File: config.mk
export PLATFORM = sky130hd
export DESIGN_NAME = id_ex_stage
export DESIGN_NICKNAME = d
export VERILOG_FILES = /design/src/rtl/id_ex_stage_pkg.sv /design/src/rtl/id_ex_stage_hazard_detect.sv /design/src/rtl/id_ex_stage.sv
export SDC_FILE = /design/constraint.sdc
export NUM_CORES = 1
export LEC_CHECK = 0
export BUFFER_PORTS_ARGS = -buffer_cell sky130_fd_sc_hd__buf_2
export CAP_MARGIN = 20
export CORE_MARGIN = 4
export CORE_UTILIZATION = 35
export DETAILED_ROUTE_END_ITERATION = 10
export PLACE_DENSITY = 0.65
export SKIP_CTS_REPAIR_TIMING = 1
export SYNTH_ARGS = -nofsm -noshare
export SYNTH_HDL_FRONTEND = slang
export SYNTH_SLANG_ARGS = --single-unit
File: constraint.sdc
create_clock -name clk -period 3.3 [get_ports clk]
set_input_delay 0.33 -clock clk [delete_from_list [all_inputs] [get_ports clk]]
set_output_delay 0.33 -clock clk [all_outputs]
set_load 0.05 [all_outputs]
File: src/rtl/id_ex_stage_pkg.sv
`default_nettype none
// ============================================================================
//  Module      : id_ex_stage_pkg
//  Description : Shared constants for the ID/EX pipeline stage: the packing
//                of the 10-bit control word, the bubble encoding and the
//                ALUOp encodings.
//  Revision    : 1.0  initial release
// ============================================================================
package id_ex_stage_pkg;

    // Control word packing:
    // {RegWrite,MemtoReg,MemRead,MemWrite,Branch,ALUSrc,RegDst,ALUOp[1:0],Valid}
    localparam int CTRL_W        = 10;
    localparam int CTRL_REGWRITE = 9;
    localparam int CTRL_MEMTOREG = 8;
    localparam int CTRL_MEMREAD  = 7;
    localparam int CTRL_MEMWRITE = 6;
    localparam int CTRL_BRANCH   = 5;
    localparam int CTRL_ALUSRC   = 4;
    localparam int CTRL_REGDST   = 3;
    localparam int CTRL_ALUOP_HI = 2;
    localparam int CTRL_ALUOP_LO = 1;
    localparam int CTRL_VALID    = 0;

    // An all-zero control word is a bubble: no writes, no memory access, not valid.
    localparam logic [CTRL_W-1:0] CTRL_BUBBLE = '0;

    // ALUOp encodings carried through to the EX-stage ALU control.
    localparam logic [1:0] ALUOP_ADD   = 2'b00;
    localparam logic [1:0] ALUOP_SUB   = 2'b01;
    localparam logic [1:0] ALUOP_FUNCT = 2'b10;
    localparam logic [1:0] ALUOP_IMM   = 2'b11;

    typedef logic [CTRL_W-1:0] ctrl_t;

endpackage
`default_nettype wire

File: src/rtl/id_ex_stage_hazard_detect.sv
`default_nettype none
// ============================================================================
//  Module      : hazard_detect
//  Description : Combinational load-use hazard detection. Flags when the load
//                sitting in EX writes a register the ID instruction reads, and
//                derives the PC / IF-ID write enables. A flush overrides the
//                stall so a branch redirect is never blocked; during reset the
//                enables are forced high.
//  Revision    : 1.0  initial release
// ============================================================================
module hazard_detect #(
    parameter int REG_ADDR_W = 5
) (
    input  logic                  reset,
    input  logic                  ex_mem_read,
    input  logic                  ex_valid,
    input  logic [REG_ADDR_W-1:0] ex_rt,
    input  logic [REG_ADDR_W-1:0] id_rs,
    input  logic [REG_ADDR_W-1:0] id_rt,
    input  logic                  flush,
    input  logic                  hold,
    output logic                  load_use,
    output logic                  pc_write,
    output logic                  if_id_write
);

    logic w_stall;

    // Load in EX targeting a non-zero register that the ID instruction reads.
    always_comb begin
        load_use    = ex_mem_read && ex_valid && (ex_rt != '0) &&
                      ((ex_rt == id_rs) || (ex_rt == id_rt));
        w_stall     = load_use && !flush && !hold;
        pc_write    = reset || !w_stall;
        if_id_write = reset || !w_stall;
    end

endmodule
`default_nettype wire

File: src/rtl/id_ex_stage.sv
`default_nettype none
// ============================================================================
//  Module      : id_ex_stage
//  Description : ID/EX pipeline register with integrated load-use hazard
//                detection. Inserts one bubble per load-use pair, squashes
//                the ID instruction on Flush and freezes entirely on Hold.
//                Optional feature macro: ID_EX_PERF_CNT_EN adds saturating
//                stall/flush performance counters and their ports.
//  Revision    : 1.0  initial release
// ============================================================================
module id_ex_stage
    import id_ex_stage_pkg::*;
#(
    parameter int DATA_W     = 32,
    parameter int REG_ADDR_W = 5
`ifdef ID_EX_PERF_CNT_EN
    ,
    parameter int CNT_W      = 32
`endif
) (
    input  logic                  clk,
    input  logic                  reset,
    input  logic [REG_ADDR_W-1:0] IF_ID_Rs,
    input  logic [REG_ADDR_W-1:0] IF_ID_Rt,
    input  logic [REG_ADDR_W-1:0] IF_ID_Rd,
    input  logic [DATA_W-1:0]     ID_ReadData1,
    input  logic [DATA_W-1:0]     ID_ReadData2,
    input  logic [DATA_W-1:0]     ID_Imm,
    input  logic [DATA_W-1:0]     ID_PC4,
    input  logic [CTRL_W-1:0]     ID_Ctrl,
    input  logic                  Flush,
    input  logic                  Hold,
    output logic                  PCWrite,
    output logic                  IF_ID_Write,
    output logic [REG_ADDR_W-1:0] ID_EX_Rs,
    output logic [REG_ADDR_W-1:0] ID_EX_Rt,
    output logic [REG_ADDR_W-1:0] ID_EX_Rd,
    output logic [DATA_W-1:0]     ID_EX_ReadData1,
    output logic [DATA_W-1:0]     ID_EX_ReadData2,
    output logic [DATA_W-1:0]     ID_EX_Imm,
    output logic [DATA_W-1:0]     ID_EX_PC4,
    output logic [CTRL_W-1:0]     ID_EX_Ctrl
`ifdef ID_EX_PERF_CNT_EN
    ,
    output logic [CNT_W-1:0]      stall_count,
    output logic [CNT_W-1:0]      flush_count
`endif
);

    logic w_load_use;

    hazard_detect #(
        .REG_ADDR_W (REG_ADDR_W)
    ) u_hazard_detect (
        .reset       (reset),
        .ex_mem_read (ID_EX_Ctrl[CTRL_MEMREAD]),
        .ex_valid    (ID_EX_Ctrl[CTRL_VALID]),
        .ex_rt       (ID_EX_Rt),
        .id_rs       (IF_ID_Rs),
        .id_rt       (IF_ID_Rt),
        .flush       (Flush),
        .hold        (Hold),
        .load_use    (w_load_use),
        .pc_write    (PCWrite),
        .if_id_write (IF_ID_Write)
    );

    // Pipeline register: reset > Hold > Flush > load-use bubble > normal load.
    // A load-use bubble also clears the specifiers so it cannot match in forwarding.
    always_ff @(posedge clk) begin
        if (reset) begin
            ID_EX_Rs        <= '0;
            ID_EX_Rt        <= '0;
            ID_EX_Rd        <= '0;
            ID_EX_ReadData1 <= '0;
            ID_EX_ReadData2 <= '0;
            ID_EX_Imm       <= '0;
            ID_EX_PC4       <= '0;
            ID_EX_Ctrl      <= CTRL_BUBBLE;
        end else if (!Hold) begin
            ID_EX_ReadData1 <= ID_ReadData1;
            ID_EX_ReadData2 <= ID_ReadData2;
            ID_EX_Imm       <= ID_Imm;
            ID_EX_PC4       <= ID_PC4;
            if (Flush) begin
                ID_EX_Rs   <= IF_ID_Rs;
                ID_EX_Rt   <= IF_ID_Rt;
                ID_EX_Rd   <= IF_ID_Rd;
                ID_EX_Ctrl <= CTRL_BUBBLE;
            end else if (w_load_use) begin
                ID_EX_Rs   <= '0;
                ID_EX_Rt   <= '0;
                ID_EX_Rd   <= '0;
                ID_EX_Ctrl <= CTRL_BUBBLE;
            end else begin
                ID_EX_Rs   <= IF_ID_Rs;
                ID_EX_Rt   <= IF_ID_Rt;
                ID_EX_Rd   <= IF_ID_Rd;
                ID_EX_Ctrl <= ID_Ctrl;
            end
        end
    end

`ifdef ID_EX_PERF_CNT_EN
    localparam logic [CNT_W-1:0] CNT_ONE = {{(CNT_W-1){1'b0}}, 1'b1};

    // Saturating event counters; frozen on Hold, a flush takes precedence over a stall.
    always_ff @(posedge clk) begin
        if (reset) begin
            stall_count <= '0;
            flush_count <= '0;
        end else if (!Hold) begin
            if (Flush) begin
                if (!(&flush_count)) begin
                    flush_count <= flush_count + CNT_ONE;
                end
            end else if (w_load_use) begin
                if (!(&stall_count)) begin
                    stall_count <= stall_count + CNT_ONE;
                end
            end
        end
    end
`endif

endmodule
`default_nettype wire

# Word-level counts from Yosys, hierarchy flattened
# Index checks and enable logic that the tools add are counted.
# W data, S select, Z words.
[word_totals]
inputBits = 157
elab_cells = 29
output_inout_bits = 155
register_bits = 153
[classes]
n_eq_ne = 2
n_mux = 8
reduce_logical = 11
[ops]
columns = ["cell", "count"]
rows = [
  ["$mux W5", 6],
  ["$mux W10", 2],
  ["$eq A5 B5 Y1", 2],
  ["$logic_and A1 B1 Y1", 5],
  ["$reduce_bool A5 Y1", 1],
  ["$logic_not A1 Y1", 3],
  ["$logic_or A1 B1 Y1", 2],
]

# Logic depth before layout (Yosys ltp)
# Gate-level depths: netlist of the first run.
[depth]
ltp_word = 7
ltp_mapped = 7
ltp_nobuf = 5

# By module
# From an unflattened synthesis of the first run, not the netlist that was laid out.
[hier_totals]
cells_unflattened = 545
hier_area_um2 = 5709.2
[by_module_without_submodules]
columns = ["module", "n_inst", "area_each_um2", "cells_per_inst", "seq_area_each_um2"]
rows = [
  ["id_ex_stage", 1, 5544.1, 524, 3062.9],
  ["hazard_detect", 1, 165.2, 21, 0.0],
]

# Worst setup path after synthesis of the first run
# Ideal clock, no wire load.
[synth_timing]
path_kind = "register -> output"
from = "reg ID_EX_Rt[2]"
to = "out PCWrite"
required_ns = 2.970
n_path_buf = 2
setup_slack_ns = 0.605
stages_incl_launch_ff = 8
arrival_ns = 2.365
cell_sequence = "dfxtp_1 xor2_1 nor3_2 a22oi_1 nor4_4 buf_6 nand2_1 buf_4"
[synth_between]
elab_chain_len = 7
elab_cells_between_ends = 10
[synth_lines]
columns = ["element", "line_no", "rtl"]
rows = [
  ["start, declared", "id_ex_stage.sv:36", "output logic [REG_ADDR_W-1:0] ID_EX_Rt,"],
  ["start signal, assigned", "id_ex_stage.sv:87", "ID_EX_Rt <= IF_ID_Rt;"],
  ["start signal, assigned", "id_ex_stage.sv:97", "ID_EX_Rt <= IF_ID_Rt;"],
  ["$eq A5 B5 Y1 / $reduce_bool A5 Y1 (equally long branches)", "id_ex_stage_hazard_detect.sv:32, id_ex_stage_hazard_detect.sv:31", ""],
  ["$logic_or A1 B1 Y1 / $logic_and A1 B1 Y1 (equally long branches)", "id_ex_stage_hazard_detect.sv:32, id_ex_stage_hazard_detect.sv:31", ""],
  ["$logic_and A1 B1 Y1 *", "id_ex_stage_hazard_detect.sv:31", "load_use = ex_mem_read && ex_valid && (ex_rt != '0) &&"],
  ["$logic_and A1 B1 Y1 * (2 in series)", "id_ex_stage_hazard_detect.sv:33", "w_stall = load_use && !flush && !hold;"],
  ["$logic_not A1 Y1 *", "n/a", ""],
  ["$logic_or A1 B1 Y1 *", "n/a", ""],
  ["end, declared", "id_ex_stage.sv:33", "output logic PCWrite,"],
]
# Mark *: on every way between the ends. The rest lies on a longest branch, timed or not.

# Worst setup path after layout of the first run
[layout_timing]
from = "reg ID_EX_Rt[1]"
to = "out PCWrite"
[layout_between]
elab_chain_len = 7
elab_cells_between_ends = 10
[layout_lines]
columns = ["element", "line_no", "rtl"]
rows = [
  ["$eq A5 B5 Y1 / $reduce_bool A5 Y1 (equally long branches)", "id_ex_stage_hazard_detect.sv:32, id_ex_stage_hazard_detect.sv:31", ""],
  ["$logic_or A1 B1 Y1 / $logic_and A1 B1 Y1 (equally long branches)", "id_ex_stage_hazard_detect.sv:32, id_ex_stage_hazard_detect.sv:31", ""],
  ["$logic_and A1 B1 Y1 *", "id_ex_stage_hazard_detect.sv:31", ""],
  ["$logic_and A1 B1 Y1 * (2 in series)", "id_ex_stage_hazard_detect.sv:33", ""],
  ["$logic_not A1 Y1 *", "id_ex_stage_hazard_detect.sv:34", "pc_write = reset || !w_stall;"],
  ["$logic_or A1 B1 Y1 *", "id_ex_stage_hazard_detect.sv:34", ""],
]
# Marks and branches as above.

==> impl_results.md, run 1 <==
- Nets: roughly 1000
- Final Hold Fails: 0
- Number of global-route vias before repair: 4668
- Post-synth EDFFs: 0
- Psw: roughly 1400 µW
- Full die area: approximately 0.018 mm²
- Initial drt markers: 192
- Clock Power Share: between 40% and 50%
- Height of the die: 135 µm
- Rel. slew slack: 46.7%
- Yosys reg bits: ~150
- ANT nets after route: 0
- DRC: 0
- RR Startpoint: ID_EX_Rt[0]
- CP Class: reg2out
- Critical path, cell by cell: or4_1 -> nor2_1 -> nor4_4 -> nand2_1 -> buf_2
- Row Count: 46
- Post-Synth Simple-Gate Area: between 15 and 20%
- Cells after synthesis: 550
- Mux cell area share after synthesis: a little under a quarter
- CTS tree: done
- Post-synthesis sequential area ratio: approximately 54%
- Largest family of logic cells by synthesized area: multiplexers
- Final Setup Violations: 0
- Compound-gate portion of the synthesized area: 2.90%
- Number of placed I/O pins: roughly 310
- Drt pass-1 iters: 6
- WP buf/inv: 1
- Synth cell types: 18
- Ys flop type: dfxtp_1
- Slowest stage delay, CP: ~520 ps
- Clk_lat worst skew: around 410 ps
- Status: finished clean
- Pwr dens: 608 mW/mm²
- Register Area: between 0.003 and 0.004 mm²
- Hold depth: 3
- CTS Sinks: about 150
- Final period util: 69.9%
- RSZ-0062 raised after global routing: no
- Worst Tran Pin Value: 800 ps
- Yosys warning count: 0
- Post-Syn Nets: about 710
- Core box area: between 0.015 and 0.02 mm²
- CP startpoint: ID_EX_Rt[1]
- Fraction of layout instances using a drive strength above 1: between 40% and 50%
- Maximum number of pins on one net before global-route repair: 94
- Multi-input gate area: 0.00239 mm²
- Number of fill cells: between 1500 and 2000
- Clock skew: 6.46 ps
- Setup TNS: 0 ps
- Root Buffer: clkbuf_16
- Register clock-pin slew on the reported worst setup and hold paths: 60 ps
- Area share of fa/ha/maj cells after synthesis: 0%
- CTS buffer count: 17
- Port buffer count: between 300 and 400
- CP Capture Type: output port
- Longest Clk Path Bufs: 2
- Share of the synthesized area in the top cell type: 54.2%
- Avg Inst Size Synth: ~10 µm²
- Final Critical Period: between 2000 and 2500 ps
- Fmax: between 400 and 500 MHz
- First-pass GRT wire length: between 20000 and 25000 µm
- Delay-heaviest family, CP: simple AND/OR/NAND/NOR gates
- Worst hold path class: in2reg
- Final slew viol count: 0
- H-Tree Depth: 4
- Slowest-stage cell, CP: or4_1
- Gpl congestion: roughly 0.77
- Yosys top cell by area: dfxtp_1
- Wire per inst: 14.1 µm
- Xor-xnor portion of the synthesized cell area: 1.55%
- Vias: approximately 4800
- Sw Share: between 20% and 30%
- Mapped Area: ~0.0056 mm²
- Lkg Pwr: ~0.0042 µW
- Peak VDD IR: 0.000319 V
- GR Overflow Total: 0
- Crit path arrival time: ~2000 ps
- Seq pwr share: slightly above 40%
- Cell with the most instances after synthesis: dfxtp_1
- Number of max-cap violations: 0
- Total routed wirelength: 15100 µm
- Synth cell count leaders: 153 x dfxtp_1, 133 x nor2_1, 128 x mux2i_1
- CP Launch Type: flop
- Comb pwr share: between 15 and 20%
- Initial antenna violation count: 0
- Initial Util: between 30% and 40%
- Hold EP: ID_EX_Imm[6]
- Die X: about 140 µm
- Min-Delay Startpoint: ID_Imm[6]
- Ys async rst share: 0%
- Fin util: between 50% and 60%
- Ranking of synthesized cells by area: dfxtp_1 54%, mux2i_1 23%, nor2_1 8.8%
- Largest fanout on the critical path: 5
- Worst EP required: about 3000 ps
- FF-to-FF path depth: 5
- R2r endpoint: ID_EX_Ctrl[8]
- Vias per Instance: between 4 and 5
- Int Pwr: about 3400 µW
- Reg2Reg Setup Slack: about 1500 ps
- Area grow syn2layout: 40.8%
- Tot GR Track Use: 16.1%
- Placed wire-length estimate: 11000 µm
power by group through the flow:
stage | clock (µW) | combinational, µW | sequential [µW]
final | 1970 | 857 | 2010
after global routing | 2110 | 914 | 2030
after CTS | 2030 | 866 | 2010
after detailed placement | 0 | 864 | 2050
after global placement | 0 | 861 | 2050
after floorplan | 0 | 242 | 2420
tightest hold or removal path, stage by stage:
cell and delay [ps]:
buf_2 70, mux2i_1 50, nor2_1 70
metrics by stage:
step	hold WS [ps]	instances	area [µm²]	worst slack, ps	power, µW
CTS	127	1070	7950	964	4900
detailed placement	466	1039	7350	1410	2910
finish	146	1071	7960	993	4840
floorplan	469	550	5650	605	2660
global route	134	1070	7950	838	5050
global placement	461	1039	7350	1410	2910
per-layer routing:
metal / up-vias / wire, µm / global-route usage [%]
met5: - / 0 / 0
met1: 2125 / 6340 / 20.0
met4: 0 / 200 / 4.48
li1: 2433 / - / -
met2: 202 / 7070 / 25.9
met3: 13 / 1540 / 6.67
worst max-delay path by stage:
| stage | slack (ps) | cells after the start | to |
|---|---|---|---|
| finish | 990 | 5 | PCWrite |
| global route | 840 | 6 | IF_ID_Write |
| CTS | 960 | 5 | PCWrite |
| detailed placement | 1410 | 7 | PCWrite |
| global placement | 1410 | 7 | PCWrite |
| floorplan | 610 | 7 | PCWrite |
registers in the layout, indices dropped and copies added, names as in the netlist:
name / count
ID_EX_Ctrl: 10
ID_EX_Imm: 32
ID_EX_PC4: 32
ID_EX_Rd: 5
ID_EX_ReadData1: 32
ID_EX_ReadData2: 32
ID_EX_Rs: 5
ID_EX_Rt: 5
placed cells by master (no fill, tap or decap), types with 4 or more instances in the layout:
master and n:
buf_2 309, dfxtp_1 153, nor2_1 133, mux2i_1 128
nand2_1 28, o22ai_1 25, clkbuf_16 17, or3b_2 14
xor2_1 10, nand3b_1 10, buf_4 4
cell type report:
cell class	instances	share of cell area (%)
clock buffer	20	5.74
sequential	153	38.5
multi-input combinational	354	30.0
antenna	1	0.0315
tap	216	3.40
clock inverter	11	1.82
timing repair buffer	316	20.5
cell families after synthesis:
family,after synthesis
flip-flops,153
buffers and inverters,43
AO/OA/AOI/OAI,26
XOR/XNOR,10
multiplexers,128
AND/OR/NAND/NOR,190
Power figures use the tool's default switching activity.
==> run 2, diff against run 1 <==
- ABC_AREA: default -> 1
- PLACE_DENSITY: 0.65 -> 0.66
- clock period: 3.3 -> 2.4 ns (I/O delays scaled with it)
==> run 2 against run 1 <==
Clock power increased by 28%; critical path depth up 3; highest routed layer unchanged; core utilization down 0.89 points; synthesized cell count is 35% higher; die area is 0.27% lower; cell area down 1.8%; routed wire length is 12% higher; hold slack got worse by 88 ps; sequential cell count is the same; sequential share of layout area is 0.69 points higher.
==> impl_results.md, run 2 <==
- CP Class: reg2out (unchanged)
- Synth cell types: 18 (unchanged)
- Yosys top cell by area: dfxtp_1 (unchanged)
- Cells after synthesis: 745 (was 550)
- CP Launch Type: flop (unchanged)
- Setup TNS: 0 ps (unchanged)
- Port buffer count: 311 (unchanged)
- Ys async rst share: 0% (unchanged)
- Worst Hold Slack: 58.1 ps (was 146 ps)
- CTS Sinks: 153 (unchanged)
- Vias: 5673 (was 4773)
- Ys flop type: dfxtp_1 (unchanged)
- Tot GR Track Use: 17.7% (was 16.1%)
- Initial antenna violation count: 0 (unchanged)
- Gpl congestion: 0.821 (was 0.766)
- Final period util: between 80% and 90%
- Psw: 2000 µW (was 1400 µW)
- GR Overflow Total: 0 (unchanged)
- CP Capture Type: output port (unchanged)
- Placed wire-length estimate: 11700 µm (was 11000 µm)
- Total routed wirelength: 16900 µm (was 15100 µm)
- Final slew viol count: 0 (unchanged)
- Nets: 1187 (was 999)
- Peak VDD IR: 0.000461 V (was 0.000319 V)
- Drt pass-1 iters: 4 (was 6)
- Seq pwr share: 43.1% (was 41.5%)
- Multi-input gate area: 0.00217 mm² (was 0.00239 mm²)
- Post-synth EDFFs: 0 (unchanged)
- Final Setup Violations: 0 (unchanged)
- Rel. slew slack: 46.3% (was 46.7%)
- RSZ-0062 raised after global routing: no (unchanged)
- Post-synthesis sequential area ratio: 54.4% (was 54.2%)
- Worst slack, placed: 767 ps (was 1410 ps)
- DRC: 0 (unchanged)
- Initial Util: 35.6% (was 35.7%)
- Fmax: slightly above 500 MHz
- Fraction of layout instances using a drive strength above 1: 34.4% (was 42.5%)
- Pwr dens: 816 mW/mm² (was 608 mW/mm²)
- Longest Clk Path Bufs: 2 (unchanged)
- Register Area: 0.00306 mm² (unchanged)
- Sw Share: 31.4% (was 28.9%)
- Clock skew: 14.2 ps (was 6.46 ps)
- Clock Power Share: 39.7% (was 40.8%)
- Crit path arrival time: 1740 ps (was 1980 ps)
- Comb pwr share: 17.2% (was 17.7%)
- Ranking of synthesized cells by area: dfxtp_1 54%, nand2_1 21%, a21oi_1 14% (was dfxtp_1 54%, mux2i_1 23%, nor2_1 8.8%)
- Avg Inst Size Synth: 7.56 µm² (was 10.3 µm²)
- Wire per inst: 13.4 µm (was 14.1 µm)
- Die X: 135 µm (about the same)
- Synth cell count leaders: 318 x nand2_1, 153 x a21oi_1, 153 x dfxtp_1 (was 153 x dfxtp_1, 133 x nor2_1, 128 x mux2i_1)
- Share of the synthesized area in the top cell type: 54.4% (was 54.2%)
- Largest fanout on the critical path: 5 (unchanged)
- Yosys warning count: 0 (unchanged)
- H-Tree Depth: 4 (unchanged)
- Worst Tran Pin Value: 806 ps (was 800 ps)
- Fin util: 49.4% (was 50.3%)
- Full die area: 0.0182 mm² (about the same)
- Maximum number of pins on one net before global-route repair: 118 (was 94)
- Register clock-pin slew on the reported worst setup and hold paths: 70 ps (was 60 ps)
- Number of global-route vias before repair: 5291 (was 4668)
- Number of max-cap violations: 0 (unchanged)
- Worst hold path class: in2reg (unchanged)
- Worst EP required: 2160 ps (was 2970 ps)
- Int Pwr: 4380 µW (was 3440 µW)
- Yosys reg bits: 153 (unchanged)
- CTS buffer count: 17 (unchanged)
- Most common cell after layout, fill and taps aside: nand2_1 (was buf_2)
- Core box area: 0.0158 mm² (unchanged)
- Clk_lat worst skew: 410 ps (about the same)
- Status: finished clean (unchanged)
- Highest-count cells in the layout ignoring fill and taps: 318 x nand2_1, 309 x buf_2, 153 x dfxtp_1, 153 x a21oi_1, 23 x nor2_1 (was 309 x buf_2, 153 x dfxtp_1, 133 x nor2_1, 128 x mux2i_1, 28 x nand2_1)
- ANT nets after route: 0 (unchanged)
- Final Critical Period: between 1500 and 2000 ps
- Root Buffer: clkbuf_16 (unchanged)
- Final Hold Fails: 0 (unchanged)
- Number of placed I/O pins: 312 (unchanged)
- Number of fill cells: 1644 (was 1511)
- Post-Syn Nets: 902 (was 707)
- Initial drt markers: 284 (was 192)
- Height of the die: 135 µm (about the same)
- Row Count: 46 (unchanged)
- Mapped Area: 0.00563 mm² (was 0.00565 mm²)
- CTS tree: done (unchanged)
- Final setup margin: 421 ps (was 993 ps)
- Lkg Pwr: 0.00389 µW (was 0.00416 µW)
- Vias per Instance: 4.50 (was 4.46)
- First-pass GRT wire length: 26200 µm (was 23700 µm)
- Area grow syn2layout: 38.8% (was 40.8%)
- Cell with the most instances after synthesis: nand2_1 (was dfxtp_1)
## run 2: path summary, 6_finish.rpt
path / start / to / slack, ps / cells past startpoint
setup / recovery: ID_EX_Rt[1] / IF_ID_Write / 420 / 8
hold / removal: ID_PC4[16] / ID_EX_PC4[16] / 60 / 3
setup reg to reg: ID_EX_Rt[1] / ID_EX_Rt[1] / 950 / 9
hold reg to reg: ID_EX_ReadData1[22] / ID_EX_ReadData1[22] / 450 / 2
## run 2: cells by family after synthesis
logic type,share of synthesized area [%]
flip-flops,54.4
AO/OA/AOI/OAI,13.6
AND/OR/NAND/NOR,24.7
buffers and inverters,7.02
XOR/XNOR,0.311
## run 2: final cells by class
| type | instances | area share, % |
|---|---|---|
| clock inverters | 13 | 1.41 |
| well taps | 216 | 3.46 |
| clock buffers | 19 | 5.79 |
| repair buffers | 320 | 21.2 |
| diodes | 1 | 0.0320 |
| inverters | 23 | 1.14 |
| flip-flops and latches | 153 | 39.2 |
| multi-input cells | 515 | 27.8 |
## run 2: critical path: stages, from the launching register on
cell and delay [ps]:
dfxtp_1 430, inv_1 120, nand2_1 70, nand2_1 50
nor2_1 90, nand3_1 80, nand2_2 120, nand3_1 130
buf_2 240
## run 2: metrics by stage
step           instances  total power, µW  area (µm²)
4_1_cts             1259             6470        7810
2_1_floorplan        745             3570        5630
3_3_place_gp        1227             3900        7250
3_5_place_dp        1227             3910        7250
6_report            1260             6380        7820
5_1_grt             1259             6670        7810
## run 2: power groups by stage
stage / clock network, µW / logic, µW / registers [µW]
finish: 2530 / 1100 / 2750
global route: 2720 / 1180 / 2760
detailed placement: 0 / 1110 / 2800
floorplan: 0 / 300 / 3270
global placement: 0 / 1100 / 2800
CTS: 2610 / 1110 / 2750
## run 2: routing by layer
layer	global-route usage [%]	vias to the layer above	routed length, µm	part of all wire [%]
met4	6.56	0	223	1.3
li1	-	2925	-	-
met5	0	-	0	0
met3	6.52	17	1530	9.0
met1	21.0	2534	7010	41
met2	29.5	197	8160	48
